<file path="src/rtl/simon_pkg.sv">
// Shared definitions for the Simon playback sequencer: FSM encoding, LED
// blanking level and the interval-timer width helper.
package simon_pkg;

    typedef enum logic [2:0] {
        IDLE  = 3'd0,
        FETCH = 3'd1,
        LATCH = 3'd2,
        SHOW  = 3'd3,
        GAP   = 3'd4,
        DONE  = 3'd5
    } state_t;

    // Level driven on every LED while nothing is being shown.
    localparam logic LED_OFF = 1'b0;

    // Bits needed to hold the longer of the two intervals.
    function automatic int timer_width(input int on_cycles, input int off_cycles);
        int longest;
        longest = (on_cycles > off_cycles) ? on_cycles : off_cycles;
        return $clog2(longest + 1);
    endfunction

endpackage

</file>
<file path="src/rtl/simon_playback_sequencer_if.sv">
// Bundle between the Simon control FSM / pattern memory (master side) and
// the playback sequencer (slave side).
interface simon_playback_sequencer_if #(
    parameter int ADDR_W = 5,
    parameter int PAT_W  = 4
);
    logic              start;
    logic              abort;
    logic [ADDR_W:0]   count;
    logic              mem_rd;
    logic [ADDR_W-1:0] mem_addr;
    logic [PAT_W-1:0]  mem_rdata;
    logic [PAT_W-1:0]  leds;
    logic              busy;
    logic              done;

    modport master (
        output start, abort, count, mem_rdata,
        input  mem_rd, mem_addr, leds, busy, done
    );

    modport slave (
        input  start, abort, count, mem_rdata,
        output mem_rd, mem_addr, leds, busy, done
    );
endinterface

</file>
<file path="src/rtl/simon_interval_timer.sv">
// Loadable down-counter shared by the SHOW and GAP intervals. A load of N
// makes expired rise on the N-th following cycle.
module simon_interval_timer #(
    parameter int W = 2
) (
    input  logic         clk,
    input  logic         rst,
    input  logic         load,
    input  logic [W-1:0] load_val,
    output logic         expired
);
    logic [W-1:0] cnt_q;
    logic [W-1:0] cnt_d;

    // Next count: load wins, otherwise count down and rest at zero.
    always_comb begin
        cnt_d = cnt_q;
        if (load) begin
            cnt_d = load_val;
        end else if (cnt_q != '0) begin
            cnt_d = cnt_q - W'(1);
        end
    end

    // Count register, cleared asynchronously.
    always_ff @(posedge clk or negedge rst) begin
        if (!rst) begin
            cnt_q <= '0;
        end else begin
            cnt_q <= cnt_d;
        end
    end

    // Expiry reflects the current count only: the SHOW->GAP reload is
    // requested in the very cycle that reports expiry, so folding load in
    // here would both hide that expiry and form a combinational loop.
    assign expired = (cnt_q == W'(1));

endmodule

</file>
<file path="src/rtl/simon_playback_sequencer.sv">
// Plays back entries 0..count-1 of the Simon pattern memory on the LEDs,
// each lit for ON_CYCLES then blanked for OFF_CYCLES, and pulses done.
module simon_playback_sequencer
    import simon_pkg::*;
#(
    parameter int ADDR_W     = 5,
    parameter int PAT_W      = 4,
    parameter int ON_CYCLES  = 25000000,
    parameter int OFF_CYCLES = 12500000
) (
    input logic                       clk,
    input logic                       rst,
    simon_playback_sequencer_if.slave bus
);
    localparam int              TW       = timer_width(ON_CYCLES, OFF_CYCLES);
    localparam logic [TW-1:0]   ON_LOAD  = TW'(ON_CYCLES);
    localparam logic [TW-1:0]   OFF_LOAD = TW'(OFF_CYCLES);
    localparam logic [ADDR_W:0] MAX_LEN  = {1'b1, {ADDR_W{1'b0}}};
    localparam logic [ADDR_W:0] IDX_ONE  = {{ADDR_W{1'b0}}, 1'b1};

    state_t            state_q, state_d;
    logic [ADDR_W:0]   idx_q, idx_d;
    logic [ADDR_W:0]   len_q, len_d;
    logic [PAT_W-1:0]  pat_q, pat_d;
    logic              tmr_load;
    logic [TW-1:0]     tmr_val;
    logic              tmr_expired;

    simon_interval_timer #(
        .W(TW)
    ) u_timer (
        .clk     (clk),
        .rst     (rst),
        .load    (tmr_load),
        .load_val(tmr_val),
        .expired (tmr_expired)
    );

    // Next-state, datapath updates and timer control; abort overrides all.
    always_comb begin
        state_d  = state_q;
        idx_d    = idx_q;
        len_d    = len_q;
        pat_d    = pat_q;
        tmr_load = 1'b0;
        tmr_val  = ON_LOAD;

        case (state_q)
            IDLE: begin
                if (bus.start) begin
                    // Clamp so idx (one bit wider than the address) can
                    // always reach len without wrapping.
                    len_d   = (bus.count > MAX_LEN) ? MAX_LEN : bus.count;
                    idx_d   = '0;
                    state_d = (len_d == '0) ? DONE : FETCH;
                end
            end
            FETCH: begin
                state_d = LATCH;
            end
            LATCH: begin
                pat_d    = bus.mem_rdata;
                tmr_load = 1'b1;
                tmr_val  = ON_LOAD;
                state_d  = SHOW;
            end
            SHOW: begin
                if (tmr_expired) begin
                    tmr_load = 1'b1;
                    tmr_val  = OFF_LOAD;
                    state_d  = GAP;
                end
            end
            GAP: begin
                if (tmr_expired) begin
                    idx_d   = idx_q + IDX_ONE;
                    state_d = (idx_d == len_q) ? DONE : FETCH;
                end
            end
            DONE: begin
                state_d = IDLE;
            end
            default: begin
                state_d = IDLE;
            end
        endcase

        if (bus.abort) begin
            state_d  = IDLE;
            idx_d    = idx_q;
            len_d    = len_q;
            pat_d    = pat_q;
            tmr_load = 1'b0;
        end
    end

    // State and datapath registers, cleared asynchronously.
    always_ff @(posedge clk or negedge rst) begin
        if (!rst) begin
            state_q <= IDLE;
            idx_q   <= '0;
            len_q   <= '0;
            pat_q   <= '0;
        end else begin
            state_q <= state_d;
            idx_q   <= idx_d;
            len_q   <= len_d;
            pat_q   <= pat_d;
        end
    end

    // Outputs are pure decodes of registered state.
    assign bus.mem_rd   = (state_q == FETCH);
    assign bus.mem_addr = idx_q[ADDR_W-1:0];
    assign bus.leds     = (state_q == SHOW) ? pat_q : {PAT_W{LED_OFF}};
    assign bus.busy     = (state_q == FETCH) || (state_q == LATCH) ||
                          (state_q == SHOW)  || (state_q == GAP);
    assign bus.done     = (state_q == DONE);

endmodule

</file>
<file path="src/flat_wrapper.sv">
// flat-port wrapper written by rule: the top's interface ports become plain ports
module simon_playback_sequencer_flat import simon_pkg::*;
#(
    parameter int ADDR_W     = 5,
    parameter int PAT_W      = 4,
    parameter int ON_CYCLES  = 25000000,
    parameter int OFF_CYCLES = 12500000
)
  (clk, rst, bus_start, bus_abort, bus_count, bus_mem_rdata, bus_mem_rd, bus_mem_addr, bus_leds, bus_busy, bus_done);
  simon_playback_sequencer_if #(.ADDR_W(ADDR_W), .PAT_W(PAT_W)) bus_i ();
  input logic clk;
  input logic rst;
  input wire logic [$bits(bus_i.start)-1:0] bus_start;
  input wire logic [$bits(bus_i.abort)-1:0] bus_abort;
  input wire logic [$bits(bus_i.count)-1:0] bus_count;
  input wire logic [$bits(bus_i.mem_rdata)-1:0] bus_mem_rdata;
  output wire logic [$bits(bus_i.mem_rd)-1:0] bus_mem_rd;
  output wire logic [$bits(bus_i.mem_addr)-1:0] bus_mem_addr;
  output wire logic [$bits(bus_i.leds)-1:0] bus_leds;
  output wire logic [$bits(bus_i.busy)-1:0] bus_busy;
  output wire logic [$bits(bus_i.done)-1:0] bus_done;
  assign bus_i.start = bus_start;
  assign bus_i.abort = bus_abort;
  assign bus_i.count = bus_count;
  assign bus_i.mem_rdata = bus_mem_rdata;
  assign bus_mem_rd = bus_i.mem_rd;
  assign bus_mem_addr = bus_i.mem_addr;
  assign bus_leds = bus_i.leds;
  assign bus_busy = bus_i.busy;
  assign bus_done = bus_i.done;
  simon_playback_sequencer #(.ADDR_W(ADDR_W), .PAT_W(PAT_W), .ON_CYCLES(ON_CYCLES), .OFF_CYCLES(OFF_CYCLES)) u_core (.clk(clk), .rst(rst), .bus(bus_i));
endmodule
</file>
<file path="config.mk">
export PLATFORM = sky130hd
export DESIGN_NAME = simon_playback_sequencer_flat
export DESIGN_NICKNAME = d
export VERILOG_FILES = /design/src/rtl/simon_pkg.sv /design/src/rtl/simon_playback_sequencer_if.sv /design/src/rtl/simon_interval_timer.sv /design/src/rtl/simon_playback_sequencer.sv /design/src/flat_wrapper.sv
export SDC_FILE = /design/constraint.sdc
export NUM_CORES = 1
export LEC_CHECK = 0
export BUFFER_PORTS_ARGS = -buffer_cell sky130_fd_sc_hd__buf_2
export CAP_MARGIN = 20
export CORE_MARGIN = 1.5
export CORE_UTILIZATION = 28
export DETAILED_ROUTE_END_ITERATION = 7
export GPL_TIMING_DRIVEN = 0
export PLACE_DENSITY_LB_ADDON = 0.1
export SLEW_MARGIN = 15
export SYNTH_ARGS = -nofsm -noshare
export SYNTH_HDL_FRONTEND = slang
export SYNTH_SLANG_ARGS = --single-unit
</file>
<file path="constraint.sdc">
create_clock -name clk -period 3.13 [get_ports clk]
set_clock_uncertainty 0.15 [all_clocks]
set_input_delay 0.626 -clock clk [delete_from_list [all_inputs] [get_ports clk]]
set_output_delay 0.626 -clock clk [all_outputs]
set_load 0.03 [all_outputs]
</file>
**After elaboration in Yosys (flattened, before gate mapping)**

Index checks and enable logic that the tools add are counted.

- Bits in registers: 44
- Logic and storage cells: 52
- Input bits: 14
- Output and inout bits: 12

- Muxes and demuxes: 19
- $lt $le $gt $ge: 1
- Bitwise logic cells: 1
- $add $sub $neg: 2
- Reductions and logical operators: 12
- Eq/ne operators: 12

Operators with widths:

| kind | number |
|---|---|
| $mux W25 | 4 |
| $eq A25 B1 Y1 const B | 1 |
| $reduce_bool A25 Y1 | 1 |
| $sub A25 B1 Y25 const B | 1 |
| $mux W3 | 6 |
| $mux W6 | 3 |
| $pmux W3 S5 | 1 |
| $pmux W6 S2 | 1 |
| $add A6 B1 Y6 const B | 1 |
| $eq A3 B2 Y1 const B | 2 |
| $eq A3 B3 Y1 const B | 2 |
| $eq A6 B6 Y1 | 1 |
| $gt A6 B6 Y1 const B | 1 |
| $logic_not A6 Y1 | 1 |
| $ne A3 B2 Y1 const B | 2 |
| $reduce_and A3 Y1 | 2 |
| $mux W4 | 1 |
| $reduce_and A4 Y1 | 1 |
| $reduce_bool A2 Y1 | 2 |
| $eq A3 B1 Y1 const B | 1 |
| $logic_not A3 Y1 | 1 |
| $logic_or A1 B1 Y1 | 3 |
| $ne A3 B3 Y1 const B | 1 |
| $mux W1 | 2 |
| other kinds (5) | 5 |

**Logic depth before layout (Yosys ltp)**

- Depth in word-level cells: 7
- Gate-level depth with buffers: 7
- Mapped depth without buffers: 7

**Modules after synthesis**

A second synthesis with hierarchy kept.

- Cell total of the unflattened synthesis: 283
- Area, all modules: 2663.8 um^2

Modules (own cells, without submodules):

| module | cells an instance | area an instance (um^2) | seq. area each (um^2) | times used |
|---|---|---|---|---|
| simon_interval_timer | 162 | 1515.2 | 625.6 | 1 |
| simon_playback_sequencer | 121 | 1148.6 | 475.5 | 1 |

**Least setup slack after synthesis**

OpenSTA, ideal clock, no wires.

- Path type: flip-flop to flip-flop
- Start point: register u_core.u_timer.cnt_q[0]
- End point: register u_core.u_timer.cnt_q[8]
- Data arrival time: 1919 ps
- Required time: 2855 ps
- Slack: 936 ps
- Period minus slack after synthesis: 2194 ps
- Path buffers: 0
- Setup time: 125 ps
- Stages on the path, launching flop included: 8
- Path through: dfrtp_1 > inv_1 > ha_1 > or4b_1 > or4_1 > a31oi_1 > xnor2_1 > nor2_1

- Longest elaborated chain between the ends: 5
- Elaborated cells between the ends (all ways): 9
- Classes of those cells: add/sub: 1; eq/ne: 1; mux: 5; reduce/logical: 2

RTL lines:

| what | RTL line | text |
|---|---|---|
| from (decl) | simon_interval_timer.sv:12 | `logic [W-1:0] cnt_q;` |
| from (signal assigned) | simon_interval_timer.sv:30 | `cnt_q <= cnt_d;` |
| branches (longest 5 deep; another with $sub A25 B1 Y25) | n/a |  |

Several ways; the timed one is not identified. The select of a mux whose other input is x is not followed.
A chain may end at the register's enable or synchronous reset.

**Worst setup path after layout**

- Start point: register u_core.u_timer.cnt_q[18]
- End point: register u_core.u_timer.cnt_q[1]

- Longest elaborated chain between the ends: 5
- Elaborated cells between the ends (all ways): 7
- Classes of those cells: eq/ne: 1; mux: 4; reduce/logical: 2

RTL lines:

| what | RTL line | text |
|---|---|---|
| $eq A25 B1 Y1 | simon_interval_timer.sv:37 | `assign expired = (cnt_q == W'(1));` |
| $mux W1 | simon_playback_sequencer.sv:68 | `if (tmr_expired) begin` |
| $pmux W1 S2 | simon_playback_sequencer.sv:48 | `case (state_q)` |
| $mux W1 | simon_playback_sequencer.sv:88 | `if (bus.abort) begin` |
| $mux W25 / $reduce_bool A2 Y1 (equally long branches) | n/a |  |

Several ways; a longest one is shown, not always the timed one.

==> impl_metrics.tcl <==
set metrics [dict create \
    dieArea_um2 9850 \
    syn_inst 272 \
    slew_violations 0 \
    yosys.area.top_type "dfrtp_1" \
    maxCapViolations 0 \
    period_share 0.852 \
    post-cts-setup-buffer-count 0 \
    nets 323 \
    ant_nets 0 \
    fmax_mhz 375 \
    synthesis.area_um2 2590 \
    drive_gt1_frac 0.174 \
    yosysUniqueCellTypes 51 \
    relSlewSlack 0.461 \
    ctsResizeCount 0 \
    cts_buffer_depth 2 \
    drt_iter0_drc 100 \
    p_leak_nw 1.27 \
    cp_cell_sequence "nor4_1, and4_1, buf_2, buf_2, nand3_1, nand2_1, a211oi_1" \
    status "finished, final reports clean" \
    min_path_type "primary input to asynchronous set/reset pin" \
    cts-root-buf "clkbuf_8" \
    worst_path_most_repeated_cell "buf_2" \
    grt_start_max_net_pins 45 \
    cts.sinks 44 \
    antenna_found_initial 0 \
    setup_viol 0 \
    cp_slowest_stage_delay_ns 0.48 \
    drt-total-wl_mm 6.36 \
    coreArea_um2 8850 \
    hold-worst-slack_ns 0.176 \
    end_kind "flop" \
    ys_seq_area_frac 0.425 \
    cp.arrival_ns 2.68 \
    drt-pass1-iter-count 4 \
    start_util 0.293 \
    start_kind "flop" \
    syn_area_per_cell_um2 9.53 \
    antenna_cells 0 \
    cp_slowest_cell "nor4_1" \
    synthTopCellsByCount "dfrtp_1 (44), nand2_1 (26), o21ai_0 (21), nor2_1 (17), xnor2_1 (16)" \
    clock_latency_ns 0.30 \
    finalCriticalPeriod_ns 2.67 \
    ys_ff_latch 44 \
    vias 2104 \
    htreeDepth 2 \
    worstSetupPathType "flop to flop" \
    via_per_inst 5.09 \
    grt.overflow.total 0 \
    rows 34 \
    gp_congestion 0.792 \
    grt_use_total 0.139 \
    pin_count 26 \
    setup_tns_ns 0 \
    clk_pin_slew_ns 0.09 \
    powerDensity_nw_per_um2 537 \
    syn_nets 290 \
    area_growth_pct 14.5 \
    ys_warn_count 0 \
    synth-main-ff-cell "dfrtp_1" \
    required_ns 3.15 \
    cts_buffers 5 \
    die-height_um 99.2 \
    tritoncts "yes" \
    portBuffers 25 \
    crit_fanout 10 \
    hpwl_mm 4.54 \
    final_area_um2 2970 \
    placed_cell_area_um2 2860 \
    wire_per_inst_um 15.4 \
    synthTopCellsByArea "dfrtp_1 (42%), xnor2_1 (5.4%), o21ai_0 (4.1%)" \
    vdd.ir_drop.worst_mv 0.182 \
    worstMarginPinSlew_ns 0.806 \
    async_flop_share 1.00 \
    die_w_um 99.2 \
    hold_violations 0 \
    yosysTopAreaCellShare 0.425 \
    grt_pass1_wl_mm 10.8 \
    rsz0062_at_grt "no" \
    cts_hold_buf 0 \
    synth_most_common_cell "dfrtp_1" \
    drcViolationCount 0 \
    synth-edff-count 0 \
    grt_pass1_vias 2019 \
]
stage by stage:
step / setup WS (ns) / util / total power, mW / instances
2_1_floorplan: 0.936 / - / 1.12 / 272
6_report: 0.464 / 0.335 / 1.59 / 413
5_1_grt: 0.224 / 0.335 / 1.71 / 413
3_5_place_dp: 0.464 / 0.323 / 1.24 / 405
4_1_cts: 0.466 / 0.332 / 1.61 / 412
3_3_place_gp: 0.304 / 0.322 / 1.24 / 405
registers in the layout, indices dropped and copies added, names as in the netlist:
signal and count:
u_core.idx_q 6, u_core.len_q 6, u_core.pat_q 4, u_core.state_q 3
u_core.u_timer.cnt_q 25
layout make-up:
type,instances,area (um^2)
Fill cell,957,5880
Multi-Input combinational cell,207,1390
Sequential cell,44,1100
Timing Repair Buffer,26,153
Tap cell,108,135
Buffer,17,90.1
Clock buffer,5,68.8
Inverter,4,15.0
Clock inverter,2,12.5
cells by family after synthesis:
logic type,count (synthesis),synth area share
and+or+nand+nor,122,0.281
AOI/OAI and AO/OA,54,0.137
DFF,44,0.425
xor gates and xnor gates,26,0.0931
buffers and inverters,21,0.0405
adders and majority gates,4,0.0193
muxes,1,0.00434
report_power, final:
group | leakage, nW | switching [mW] | total (mW) | internal (mW)
combinational | 0.704 | 0.259 | 0.451 | 0.191
sequential | 0.527 | 0.106 | 0.783 | 0.676
clock | 0.0400 | 0.210 | 0.361 | 0.152
total | 1.27 | 0.575 | 1.59 | 1.02
cells in the final DEF (no fill, tap or decap), drive strengths merged, types with 4 or more instances in the layout:
| cell | n |
|---|---|
| and3 | 6 |
| xor2 | 9 |
| ha | 4 |
| nor2 | 18 |
| buf | 35 |
| nand3 | 14 |
| nor3 | 9 |
| nand4 | 6 |
| xnor2 | 16 |
| nor3b | 4 |
| inv | 4 |
| nand2b | 6 |
| clkbuf | 13 |
| and2 | 5 |
| o21ai | 21 |
| a31oi | 8 |
| a21oi | 8 |
| o31ai | 4 |
| or3 | 4 |
| dfrtp | 44 |
| nand2 | 26 |
| nor4 | 6 |
| or4 | 6 |
path summary, 6_finish.rpt:
check | from | to | slack [ns] | depth (start not counted)
worst min register to register | u_core.pat_q[2] | u_core.pat_q[2] | 0.33 | 2
worst max-delay path | u_core.u_timer.cnt_q[18] | u_core.u_timer.cnt_q[1] | 0.46 | 7
worst max register to register | u_core.u_timer.cnt_q[18] | u_core.u_timer.cnt_q[1] | 0.46 | 7
min in group clk | u_core.pat_q[2] | u_core.pat_q[2] | 0.33 | 2
worst min-delay path | rst | u_core.u_timer.cnt_q[18] | 0.18 | 1
max in group asynchronous | rst | u_core.u_timer.cnt_q[1] | 2.12 | 2
worst max-delay path: cells and delay by family (launching register included):
kind / cells / cell delay (ns)
buf+inv: 2 / 0.48
simple gates: 4 / 1.37
flops: 1 / 0.44
compound gates: 1 / 0.09
layer usage:
layer | global-route usage | part of all wire
met5 | 0 | 0
met2 | 0.212 | 0.45
met1 | 0.202 | 0.50
met4 | 0.0390 | 0.013
met3 | 0.0232 | 0.030
Power figures use the tool's default switching activity.
